===== config.mk =====
export PLATFORM = sky130hd
export DESIGN_NAME = adrv9001_enable_seq
export DESIGN_NICKNAME = d
export VERILOG_FILES = /design/src/rtl/adrv9001_enable_seq.sv
export SDC_FILE = /design/constraint.sdc
export NUM_CORES = 1
export LEC_CHECK = 0
export CAP_MARGIN = 40
export CELL_PAD_IN_SITES_DETAIL_PLACEMENT = 0
export CELL_PAD_IN_SITES_GLOBAL_PLACEMENT = 1
export CORE_MARGIN = 3
export CORE_UTILIZATION = 35
export DETAILED_ROUTE_END_ITERATION = 12
export PLACE_DENSITY = 0.86
export RECOVER_POWER = 50
export SLEW_MARGIN = 20
export SYNTH_ARGS = -nofsm -noshare
export SYNTH_HDL_FRONTEND = slang
export SYNTH_SLANG_ARGS = --single-unit

===== constraint.sdc =====
create_clock -name clk -period 2.5 [get_ports clk]
set_input_delay 0.375 -clock clk [delete_from_list [all_inputs] [get_ports clk]]
set_output_delay 0.375 -clock clk [all_outputs]
set_load 0.01 [all_outputs]

===== src/rtl/adrv9001_enable_seq.sv =====
// ADRV9001 TX/RX enable sequencer: arbitrates burst requests and sequences
// the radio enable pins through setup, on and guard phases.
// Ports: clk, rst (sync, active-high), enable, tx_req, rx_req,
//   tx/rx_setup_cycles, guard_cycles (delay loads);
//   tx_en, rx_en, tx_valid, rx_valid, busy, conflict (pulse),
//   tx_bursts, rx_bursts (wrapping burst counters).
module adrv9001_enable_seq #(
  parameter int CNT_W   = 16,
  parameter int BURST_W = 16
) (
  input  logic               clk,
  input  logic               rst,
  input  logic               enable,
  input  logic               tx_req,
  input  logic               rx_req,
  input  logic [CNT_W-1:0]   tx_setup_cycles,
  input  logic [CNT_W-1:0]   rx_setup_cycles,
  input  logic [CNT_W-1:0]   guard_cycles,
  output logic               tx_en,
  output logic               rx_en,
  output logic               tx_valid,
  output logic               rx_valid,
  output logic               busy,
  output logic               conflict,
  output logic [BURST_W-1:0] tx_bursts,
  output logic [BURST_W-1:0] rx_bursts
);

  localparam int S_IDLE  = 0;
  localparam int S_TXS   = 1;
  localparam int S_TXON  = 2;
  localparam int S_RXS   = 3;
  localparam int S_RXON  = 4;
  localparam int S_GUARD = 5;

  typedef enum logic [5:0] {
    IDLE     = 6'b000001,
    TX_SETUP = 6'b000010,
    TX_ON    = 6'b000100,
    RX_SETUP = 6'b001000,
    RX_ON    = 6'b010000,
    GUARD    = 6'b100000
  } state_t;

  state_t             state, state_nx;
  logic [CNT_W-1:0]   cnt, cnt_nx;
  logic               conflict_nx;
  logic               tx_inc, rx_inc;
  logic               cnt_zero;

  assign cnt_zero = (cnt == '0);

  always_ff @(posedge clk) begin
    if (rst) begin
      state     <= IDLE;
      cnt       <= '0;
      conflict  <= 1'b0;
      tx_bursts <= '0;
      rx_bursts <= '0;
    end else begin
      state    <= state_nx;
      cnt      <= cnt_nx;
      conflict <= conflict_nx;
      if (tx_inc) tx_bursts <= tx_bursts + 1'b1;
      if (rx_inc) rx_bursts <= rx_bursts + 1'b1;
    end
  end

  // Delay inputs are only looked at when the countdown is loaded.
  always_comb begin
    state_nx    = state;
    cnt_nx      = cnt;
    conflict_nx = 1'b0;
    tx_inc      = 1'b0;
    rx_inc      = 1'b0;
    unique case (state)
      IDLE: begin
        if (enable && tx_req) begin
          state_nx    = TX_SETUP;
          cnt_nx      = tx_setup_cycles;
          conflict_nx = rx_req;
        end else if (enable && rx_req) begin
          state_nx = RX_SETUP;
          cnt_nx   = rx_setup_cycles;
        end
      end
      TX_SETUP: begin
        if (!tx_req || !enable) begin
          state_nx = GUARD;
          cnt_nx   = guard_cycles;
        end else if (cnt_zero) begin
          state_nx = TX_ON;
          tx_inc   = 1'b1;
        end else begin
          cnt_nx = cnt - 1'b1;
        end
      end
      TX_ON: begin
        if (!tx_req || !enable) begin
          state_nx = GUARD;
          cnt_nx   = guard_cycles;
        end
      end
      RX_SETUP: begin
        if (!rx_req || !enable) begin
          state_nx = GUARD;
          cnt_nx   = guard_cycles;
        end else if (cnt_zero) begin
          state_nx = RX_ON;
          rx_inc   = 1'b1;
        end else begin
          cnt_nx = cnt - 1'b1;
        end
      end
      RX_ON: begin
        if (!rx_req || !enable) begin
          state_nx = GUARD;
          cnt_nx   = guard_cycles;
        end
      end
      GUARD: begin
        if (cnt_zero) state_nx = IDLE;
        else          cnt_nx   = cnt - 1'b1;
      end
      default: begin
        state_nx = IDLE;
        cnt_nx   = '0;
      end
    endcase
  end

  // Outputs come straight from the one-hot state bits.
  assign tx_en    = state[S_TXS] | state[S_TXON];
  assign rx_en    = state[S_RXS] | state[S_RXON];
  assign tx_valid = state[S_TXON];
  assign rx_valid = state[S_RXON];
  assign busy     = ~state[S_IDLE];

  logic unused_guard_bit;
  assign unused_guard_bit = state[S_GUARD];

endmodule

## Word level (Yosys, flattened, before mapping)

Cells that the tools add are included.

- Register bits: 55
- Bits of input ports: 53
- Output and inout bits: 38
- Logic and storage cells: 59

- Add/subtract/negate cells: 3
- Equal/unequal tests: 12
- Mux-type cells: 23
- Bitwise gates (word level): 5
- Reductions and logical operators: 11

Operator list:

| cell | count |
|---|---|
| 16-bit two-way mux | 7 |
| 16-bit one-hot mux with 6 select lines | 1 |
| 6-bit two-way mux | 9 |
| 6-bit one-hot mux with 6 select lines | 1 |
| 16-bit by 1-bit adder with 16-bit output, second input constant | 2 |
| 16-bit logical NOT | 1 |
| 16-bit by 1-bit subtractor with 16-bit output, second input constant | 1 |
| 3-bit != test, second input constant | 3 |
| 6-bit by 1-bit equality test with 1-bit output, second input constant | 1 |
| 6-bit by 2-bit equality test with 1-bit output, second input constant | 1 |
| 6-bit by 3-bit equality test with 1-bit output, second input constant | 1 |
| 6-bit by 4-bit equality test with 1-bit output, second input constant | 1 |
| 6-bit by 5-bit equality test with 1-bit output, second input constant | 1 |
| 6-bit equality test, second input constant | 1 |
| 2-bit != test, second input constant | 3 |
| 6-bit AND reduction | 1 |
| 1-bit two-way mux | 5 |
| 1-bit logical NOT | 3 |
| 1-bit inverter | 3 |
| 3-bit AND reduction | 1 |
| 3-bit OR reduction | 1 |
| 1-bit logical AND | 2 |
| 1-bit logical OR | 2 |
| 1-bit bitwise OR | 2 |

## Depth between registers and ports, before layout

Gate-level depths: netlist (run 1).

- Word-level depth: 4
- Gate-level depth with buffers: 9
- Mapped depth without buffers: 8

## Worst setup path before layout (run 1)

OpenSTA, ideal clock, no wires.

- Path type: register to register
- Start: register cnt[0]
- End: register tx_bursts[15]
- Setup time: 116 ps
- Data arrival time: 2026 ps
- Data required time: 2384 ps
- Slack: 357 ps
- Cell stages (with the launch flop): 9
- Path buffers: 0
- Clock period less this slack: 2143 ps
- Cells stage by stage: dfxtp_1 -> inv_1 -> ha_1 -> nor3b_1 -> nand2_1 -> or4_4 -> nor2_1 -> a21oi_1 -> a31o_2

- Word-level cells in the longest chain between the ends: 4

RTL lines:

| item | RTL line | text |
|---|---|---|
| from (decl) | 46 | `logic [CNT_W-1:0] cnt, cnt_nx;` |
| from (signal assigned) | 62 | `cnt <= cnt_nx;` |
| 16-bit logical NOT | 51 | `assign cnt_zero = (cnt == '0);` |
| 1-bit two-way mux | 91 | `end else if (cnt_zero) begin` |
| 1-bit two-way mux | 88 | `if (!tx_req \|\| !enable) begin` |
| 1-bit two-way mux | 76 | `unique case (state)` |
| to (signal assigned) | 64 | `if (tx_inc) tx_bursts <= tx_bursts + 1'b1;` |
| to (decl) | 25 | `output logic [BURST_W-1:0] tx_bursts,` |

No other way between the ends.
A chain may end at the register's enable or synchronous reset.

## Worst setup path after layout (run 1)

- Start: register cnt[1]
- End: register tx_bursts[15]

The elaborated chain is that of the path after synthesis.

==> impl_metrics.toml, run 1 <==
[route]
drt_first_pass_iters = 4
via_per_inst = 5.30
drtIter0Drc = 196
wl_per_cell_um = 15.1
vias = 3545
drcViolationCount = 0
drt-total-wl_mm = 10.1
ant_nets = 0

[synth]
synth-xor-area-share_pct = 8.13
synth_compound_area_share_pct = 19.3
synth_top_family_by_area = "simple AND/OR/NAND/NOR gates"
synthSimpleGateAreaFrac_pct = 33.0
syn_nets = 490
synth_fa_ha_area_share_pct = 1.50
synth_enable_flop_cells = 0
synth_common_cells = "55 x dfxtp_1, 55 x nor2_1, 54 x nand2_1"
synthArstFlopShare_pct = 0
yosys.area.top_type = "dfxtp_1"
postSynthAreaPerCell_um2 = 7.71
synthTopCellsByArea = "dfxtp_1 33%, xor2_1 6.3%, nor2_1 6.2%, nand2_1 6.1%, o21ai_0 4.8%"
synthDistinctLibCells = 54
ys_warn_count = 0
synth-main-ff-cell = "dfxtp_1"
muxShareOfSynthArea_pct = 1.20
synth_top_area_share_pct = 33.0
syn-cell-area_um2 = 3340
synth-seq-cells = 55
yosysSeqAreaShare_pct = 33.0
netlist_instances = 433

[timing]
period_share_pct = 93.6
fmax_mhz = 427
drv_slew = 0
rsz0062_at_grt = "no"
relSlewSlack_pct = 59.4
tightest_slew_ns = 0.604
post-route-min-period_ns = 2.34
skew_ns = 0.0106
finalSetupViolCount = 0
hold_violations = 0

[setup_path]
path_delay_family = "simple AND/OR/NAND/NOR gates"
critPathMaxFanout = 7
worst_ep_required_time_ns = 2.72
startpoint = "cnt[1]"
start_kind = "flop"
critPathBufInv = 1
cpPeakStageDelay_ns = 0.60
worst_path_max_delay_cell = "or4_4"
reg2reg_from = "cnt[1]"
worstPathArrival_ns = 2.56
crit_chain = "inv_1 -> ha_1 -> nor3b_1 -> nand2_1 -> or4_4 -> nor2_1 -> a21oi_1 -> a31o_2"
end_kind = "flop"
crit_type = "flop to flop"

[clock_network]
clock_tree.root_cell = "clkbuf_8"
htreeDepth = 2
cts_buffers = 5
clk_pin_slew_worst_paths_ns = 0.10
hold_buffers = 0
clk_latency_ns = 0.32
postCtsSetupBuffers = 0
cts_resized = 0
clockBufferDepth = 2
cts_sinks = 55
tritoncts = "built"

[hold_path]
hold_start = "cnt[15]"
hold_class = "flop to flop"

[finish]
syn2layout_area_growth_pct = 38.7
fin_nets = 596
drive_gt1_share_pct = 9.81
fin_util_pct = 50.1
antennaDiodeCount = 0

[power_and_ir_drop]
peakVddDrop_mv = 0.351
power.total_mw = 3.72
pwr_density_cell_nw_per_um2 = 803
p_leak_nw = 1.86

[floorplanning]
dieArea_um2 = 10700
rows = 35
die_y_um = 104
core_um2 = 9240
initial_core_util_pct = 36.1
ios = 91
die_x_um = 104

[place]
place_congestion = 0.883
io_buffers = 90
place_hpwl_mm = 7.74

[global_route]
grt_max_degree = 28
grt-ovfl-total = 0
track_usage_pct = 18.6
antenna_found_initial = 0
grt_pass1_wl_mm = 16.8
first_global_vias = 3387

[flow_run]
maxCapViolCount = 0

[outcome]
status = "finished clean"
-- cell usage in the layout (no fill, tap or decap), types with 4 or more instances in the layout --
| cell type | count |
|---|---|
| nor2_1 | 55 |
| dfxtp_1 | 55 |
| nand2_1 | 54 |
| clkdlybuf4s50_1 | 53 |
| dlygate4sd3_1 | 37 |
| o21ai_0 | 32 |
| buf_4 | 28 |
| a21oi_1 | 25 |
| xor2_1 | 24 |
| nand3_1 | 22 |
| nand4_1 | 14 |
| nor3_1 | 12 |
| a32o_1 | 7 |
| xnor2_1 | 7 |
| inv_1 | 6 |
| and3_1 | 6 |
| and2_1 | 5 |
| and4_1 | 5 |
| nor4_1 | 5 |
| clkbuf_8 | 5 |
| nand2b_1 | 4 |
| or4_1 | 4 |
| o211ai_1 | 4 |
| mux2i_1 | 4 |
| a22oi_1 | 4 |
| a31oi_1 | 4 |
| ha_1 | 4 |
-- registers in the layout (all words and copies together), names as in the netlist --
register   flops
cnt           16
rx_bursts     16
tx_bursts     16
state          6
conflict       1
-- final cells by class --
type | count | area [um2]
sequential | 55 | 1100
fill | 933 | 4610
multi-input combinational | 348 | 2100
inverter | 6 | 22.5
timing repair buffer | 123 | 1150
clock inverter | 3 | 22.5
clock buffer | 5 | 68.8
tap | 129 | 161
-- routing by layer --
metal / routed length [um] / up-vias / GRT usage (%)
met3: 477 / 4 / 2.68
met5: 0 / - / 0
met4: 71 / 0 / 3.80
met1: 4750 / 1647 / 25.0
li1: - / 1782 / -
met2: 4780 / 112 / 31.7
-- kinds of logic (layout without fill, tap and decap cells) --
| family | count (synthesis) | count (layout) |
|---|---|---|
| flip-flops | 55 | 55 |
| buffers and inverters | 30 | 137 |
| multiplexers | 4 | 4 |
| AO/OA/AOI/OAI | 100 | 100 |
| AND/OR/NAND/NOR | 209 | 209 |
| XOR/XNOR | 31 | 31 |
| adder cells (fa/ha/maj) | 4 | 4 |
-- worst register-to-register path: cells and delay by family (launching register included) --
kind	cells	cell delay, ns
AOI/OAI and AO/OA	2	0.29
and+or+nand+nor	4	1.33
buffers and inverters	1	0.10
DFF	1	0.37
adders and majority gates	1	0.16
-- final timing paths --
kind | cells after the start | slack, ns | to
max reg2reg | 8 | 0.16 | tx_bursts[15]
max | 8 | 0.16 | tx_bursts[15]
min reg2reg | 1 | 0.52 | cnt[15]
min | 1 | 0.52 | cnt[15]
-- through the flow --
stage | TNS [ns] | cells | area (um2) | hold WS [ns] | setup slack, ns
2_1_floorplan | 0 | 433 | 3340 | 0.469 | 0.357
3_3_place_gp | -0.0289 | 661 | 4550 | 0.488 | -0.0108
3_5_place_dp | 0 | 661 | 4550 | 0.496 | 0.0571
4_1_cts | 0 | 669 | 4650 | 0.512 | 0.138
5_1_grt | 0 | 669 | 4630 | 0.525 | 0.0368
6_report | 0 | 669 | 4630 | 0.516 | 0.159
-- power by group --
group	internal (mW)	total [mW]	leakage (nW)	switching (mW)
Combinational	0.816	2.08	1.36	1.27
Clock	0.204	0.522	0.0489	0.318
Sequential	0.971	1.11	0.445	0.141
Total	1.99	3.72	1.86	1.73
No activity file was read; power rests on OpenSTA's default activity.
==> run 2, diff against run 1 <==
Settings changed: CORE_MARGIN 3 to 2.
==> run 2 against run 1 <==
  * Sequential power is essentially flat
  * Clock power grew 18%
  * Critical path depth shrank 2
  * Non-clock buffer count grew 3
  * Fmax shrank 0.38%
  * Utilization grew 0.24 points
  * Sequential cell count is the same
  * Worst hold slack lost 0.0072 ns
  * Combinational power is essentially flat
  * Register-to-register slack is essentially flat
  * Largest power group unchanged
  * Highest routed layer unchanged
==> impl_metrics.toml, run 2 (synthesis results as in run 1) <==
[global_route]
first_global_vias = 3522
grt_pass1_wl_mm = 16.6
antenna_found_initial = 0
track_usage_pct = 20.0
grt-ovfl-total = 0
grt_max_degree = 34

[finish]
fin_nets = 599
syn2layout_area_growth_pct = 39.4
top_regs = "cnt x16, rx_bursts x16, tx_bursts x16"
antennaDiodeCount = 0
final_cell_mix = "55 x nor2_1, 55 x dfxtp_1, 54 x nand2_1"
final_cell_count_no_fill = 672
drive_gt1_share_pct = 9.94
fin_util_pct = 50.4

[timing]
fmax_mhz = 426
finalSetupTns_ns = 0
hold_violations = 0
tightest_slew_ns = 0.568
period_share_pct = 94.0
finalSetupViolCount = 0
post-route-min-period_ns = 2.35
rsz0062_at_grt = "no"
skew_ns = 0.0136
drv_slew = 0
relSlewSlack_pct = 62.1

[clock_network]
cts_buffers = 5
clk_pin_slew_worst_paths_ns = 0.10
htreeDepth = 2
hold_buffers = 0
clk_latency_ns = 0.32
clockBufferDepth = 2
postCtsSetupBuffers = 0
clock_tree.root_cell = "clkbuf_8"
cts_sinks = 55
tritoncts = "built"
cts_resized = 0

[setup_path]
path_delay_family = "simple AND/OR/NAND/NOR gates"
critPathBufInv = 0
end_kind = "flop"
start_kind = "flop"
worstPathArrival_ns = 2.56
worst_path_max_delay_cell = "or4_1"
crit_chain = "or4_1 -> or4_1 -> nor3_2 -> nand4_1 -> xor2_1 -> nor2_1"
worst_ep_required_time_ns = 2.71
critPathMaxFanout = 5
crit_top_cell = "or4_1"
crit_type = "flop to flop"
cpPeakStageDelay_ns = 0.65

[floorplanning]
die_y_um = 102
core_um2 = 9240
initial_core_util_pct = 36.1
ios = 91
dieArea_um2 = 10300
die_x_um = 102
rows = 35

[place]
place_hpwl_mm = 7.73
place_congestion = 0.856
io_buffers = 90
dp.cells = 664

[route]
wl_per_cell_um = 15.3
drt_first_pass_iters = 5
vias = 3610
drtIter0Drc = 170
drcViolationCount = 0
via_per_inst = 5.37
drt-total-wl_mm = 10.2
ant_nets = 0

[outcome]
status = "finished clean"

[flow_run]
maxCapViolCount = 0

[power_and_ir_drop]
p_leak_nw = 1.87
power.total_mw = 3.84
pwr_density_cell_nw_per_um2 = 825
peakVddDrop_mv = 0.398

[hold_path]
hold_class = "flop to flop"
run 2: cell count changes in the layout (fill, tap and decap cells not counted), sizes merged:
| cell | delta |
|---|---|
| bufinv | +1 |
| buf | +4 |
| inv | -1 |
| clkinv | -1 |
run 2: layer usage:
layer	vias up	global-route usage, %	wire, um	share of wire (%)
li1	1785	-	-	-
met1	1699	27.2	4920	48
met2	114	33.0	4670	46
met3	12	2.90	504	4.9
met4	0	5.61	150	1.5
met5	-	0	0	0
run 2: area by class of cell:
| class | count | area (um2) |
|---|---|---|
| Timing Repair Buffer | 126 | 1160 |
| Inverter | 6 | 22.5 |
| Sequential cell | 55 | 1100 |
| Clock buffer | 6 | 72.6 |
| Fill cell | 925 | 4590 |
| Tap cell | 129 | 161 |
| Multi-Input combinational cell | 348 | 2090 |
| Clock inverter | 2 | 38.8 |
run 2: where the power goes:
| part | switching, mW | leakage, nW | internal [mW] |
|---|---|---|---|
| combinational | 1.30 | 1.37 | 0.816 |
| clock | 0.314 | 0.0558 | 0.303 |
| sequential | 0.138 | 0.445 | 0.971 |
| total | 1.75 | 1.87 | 2.09 |
run 2: through the flow:
| step | instance area [um2] | setup WS (ns) | hold slack (ns) |
|---|---|---|---|
| after floorplan | 3340 | 0.357 | 0.469 |
| after global placement | 4560 | -0.0427 | 0.488 |
| after detailed placement | 4560 | -0.0134 | 0.497 |
| after CTS | 4680 | 0.203 | 0.511 |
| after global routing | 4650 | 0.00727 | 0.537 |
| final | 4650 | 0.150 | 0.509 |
run 2: path summary, 6_finish.rpt:
check            from           end  slack, ns  cells after the start
max          state[2]  tx_bursts[6]       0.15                      6
min           cnt[15]       cnt[15]       0.51                      1
max reg2reg  state[2]  tx_bursts[6]       0.15                      6
min reg2reg   cnt[15]       cnt[15]       0.51                      1
==> run 3, diff against run 2 <==
Settings changed: CORE_UTILIZATION 35 to 46, DONT_BUFFER_PORTS from default to 1, PLACE_DENSITY 0.86 to 0.85.
==> run 3 against run 2 <==
  * Sequential cell count is the same
  * Fmax shrank 0.19%
  * Non-clock buffer count shrank 107
  * Worst setup slack lost 0.0044 ns
  * Clock skew shrank 0.0030 ns
  * Worst hold slack lost 0.40 ns
  * Sequential power is essentially flat
  * Register-to-register slack is essentially flat
  * Combinational power shrank 9%
  * Global-route usage grew 3.4 points
  * Die area shrank 23%
  * Critical path type unchanged
==> impl_metrics.toml, run 3 (synthesis results as in run 1) <==
[outcome]
status = "finished clean"

[clock_network]
cts_sinks = 55
clock_tree.root_cell = "clkbuf_8"
postCtsSetupBuffers = 0
cts_buffers = 5
clockBufferDepth = 2
clk_latency_ns = 0.32
htreeDepth = 2
tritoncts = "built"
clk_pin_slew_worst_paths_ns = 0.11
cts_resized = 0
hold_buffers = 0

[setup_path]
end_kind = "flop"
critPathMaxFanout = 11
cpPeakStageDelay_ns = 0.63
worstPathArrival_ns = 2.58
worst_ep_required_time_ns = 2.73
crit_type = "flop to flop"
crit_chain = "nor4_2 -> nand3_1 -> or4_4 -> nor2_1 -> a21oi_1 -> a31o_2"
start_kind = "flop"
critPathBufInv = 0
path_delay_family = "simple AND/OR/NAND/NOR gates"
worst_path_max_delay_cell = "or4_4"

[floorplanning]
rows = 31
die_y_um = 89.2
ios = 91
initial_core_util_pct = 46.8
core_um2 = 7140
die_x_um = 89.2
dieArea_um2 = 7960

[timing]
finalSetupViolCount = 0
drv_slew = 0
post-route-min-period_ns = 2.35
hold_violations = 0
fmax_mhz = 425
relSlewSlack_pct = 57.9
skew_ns = 0.0106
rsz0062_at_grt = "no"
finalSetupTns_ns = 0
tightest_slew_ns = 0.625
period_share_pct = 94.2

[route]
drt_first_pass_iters = 4
vias = 3273
drcViolationCount = 0
via_per_inst = 6.12
wl_per_cell_um = 17.4
drtIter0Drc = 187
ant_nets = 0
drt-total-wl_mm = 9.33

[finish]
top_regs = "cnt x16, rx_bursts x16, tx_bursts x16"
regArea_um2 = 1100
syn2layout_area_growth_pct = 7.27
antennaDiodeCount = 0
final_cell_mix = "55 x nor2_1, 55 x dfxtp_1, 53 x nand2_1"
fin_nets = 492
fin_util_pct = 50.2
drive_gt1_share_pct = 9.40
nFillCells = 750
multi_input_area_um2 = 2110

[place]
place_hpwl_mm = 6.87
place_congestion = 0.918
io_buffers = 0

[global_route]
grt_pass1_wl_mm = 14.7
first_global_vias = 3051
grt-ovfl-total = 0
track_usage_pct = 23.5
antenna_found_initial = 0
grt_max_degree = 43

[power_and_ir_drop]
power.total_mw = 3.55
p_leak_nw = 1.32
peakVddDrop_mv = 0.453
pwr_density_cell_nw_per_um2 = 991

[flow_run]
maxCapViolCount = 0

[hold_path]
hold_class = "primary input to flop"
[run 3: cell types whose count changed in the layout (fill, tap and decap cells not counted), sizes merged]
| cell | change |
|---|---|
| clkinvlp | +1 |
| bufinv | -1 |
| clkinv | +1 |
| buf | -17 |
| dlygate4sd3 | -37 |
| clkbuf | -1 |
| clkdlybuf4s50 | -53 |
[run 3: cell type report]
class,count,area share (%)
repair buffers,19,3.70
flip-flops and latches,55,30.7
clock buffers,5,1.92
well taps,99,3.46
multi-input cells,348,58.8
inverters,6,0.629
clock inverters,3,0.768
[run 3: worst register-to-register path, cell delays in order, from the launching register on]
cell	delay, ns
dfxtp_1	0.38
nor4_2	0.40
nand3_1	0.38
or4_4	0.63
nor2_1	0.17
a21oi_1	0.09
a31o_2	0.22
[run 3: worst paths after layout]
path	startpoint	endpoint	slack [ns]	cells past startpoint
worst max-delay path	cnt[7]	tx_bursts[15]	0.15	6
worst min-delay path	rst	tx_bursts[14]	0.11	1
worst max register to register	cnt[7]	tx_bursts[15]	0.15	6
worst min register to register	cnt[15]	cnt[15]	0.52	1
[run 3: routing by layer]
metal  share of wire (%)  GRT usage, %  vias to the layer above
li1                    -             -                     1569
met1                  44          31.5                     1558
met2                  48          38.8                      129
met3                 6.5          4.16                       17
met4                 1.8          6.78                        0
met5                   0             0                        -
[run 3: metrics by stage]
step                      hold slack (ns)  std cells  setup slack (ns)  instance area (um2)
after floorplan                     0.469        433             0.357                 3340
after global placement              0.450        527             0.264                 3500
after detailed placement            0.450        527             0.199                 3500
after CTS                           0.105        535             0.179                 3590
after global routing               0.0934        535            0.0390                 3580
final                               0.112        535             0.146                 3580
[run 3: power by group]
part / switching [mW] / total (mW) / internal, mW / leakage [nW]
registers: 0.142 / 1.11 / 0.971 / 0.445
logic: 1.23 / 1.91 / 0.676 / 0.827
clock network: 0.324 / 0.530 / 0.207 / 0.0463
total: 1.70 / 3.55 / 1.85 / 1.32
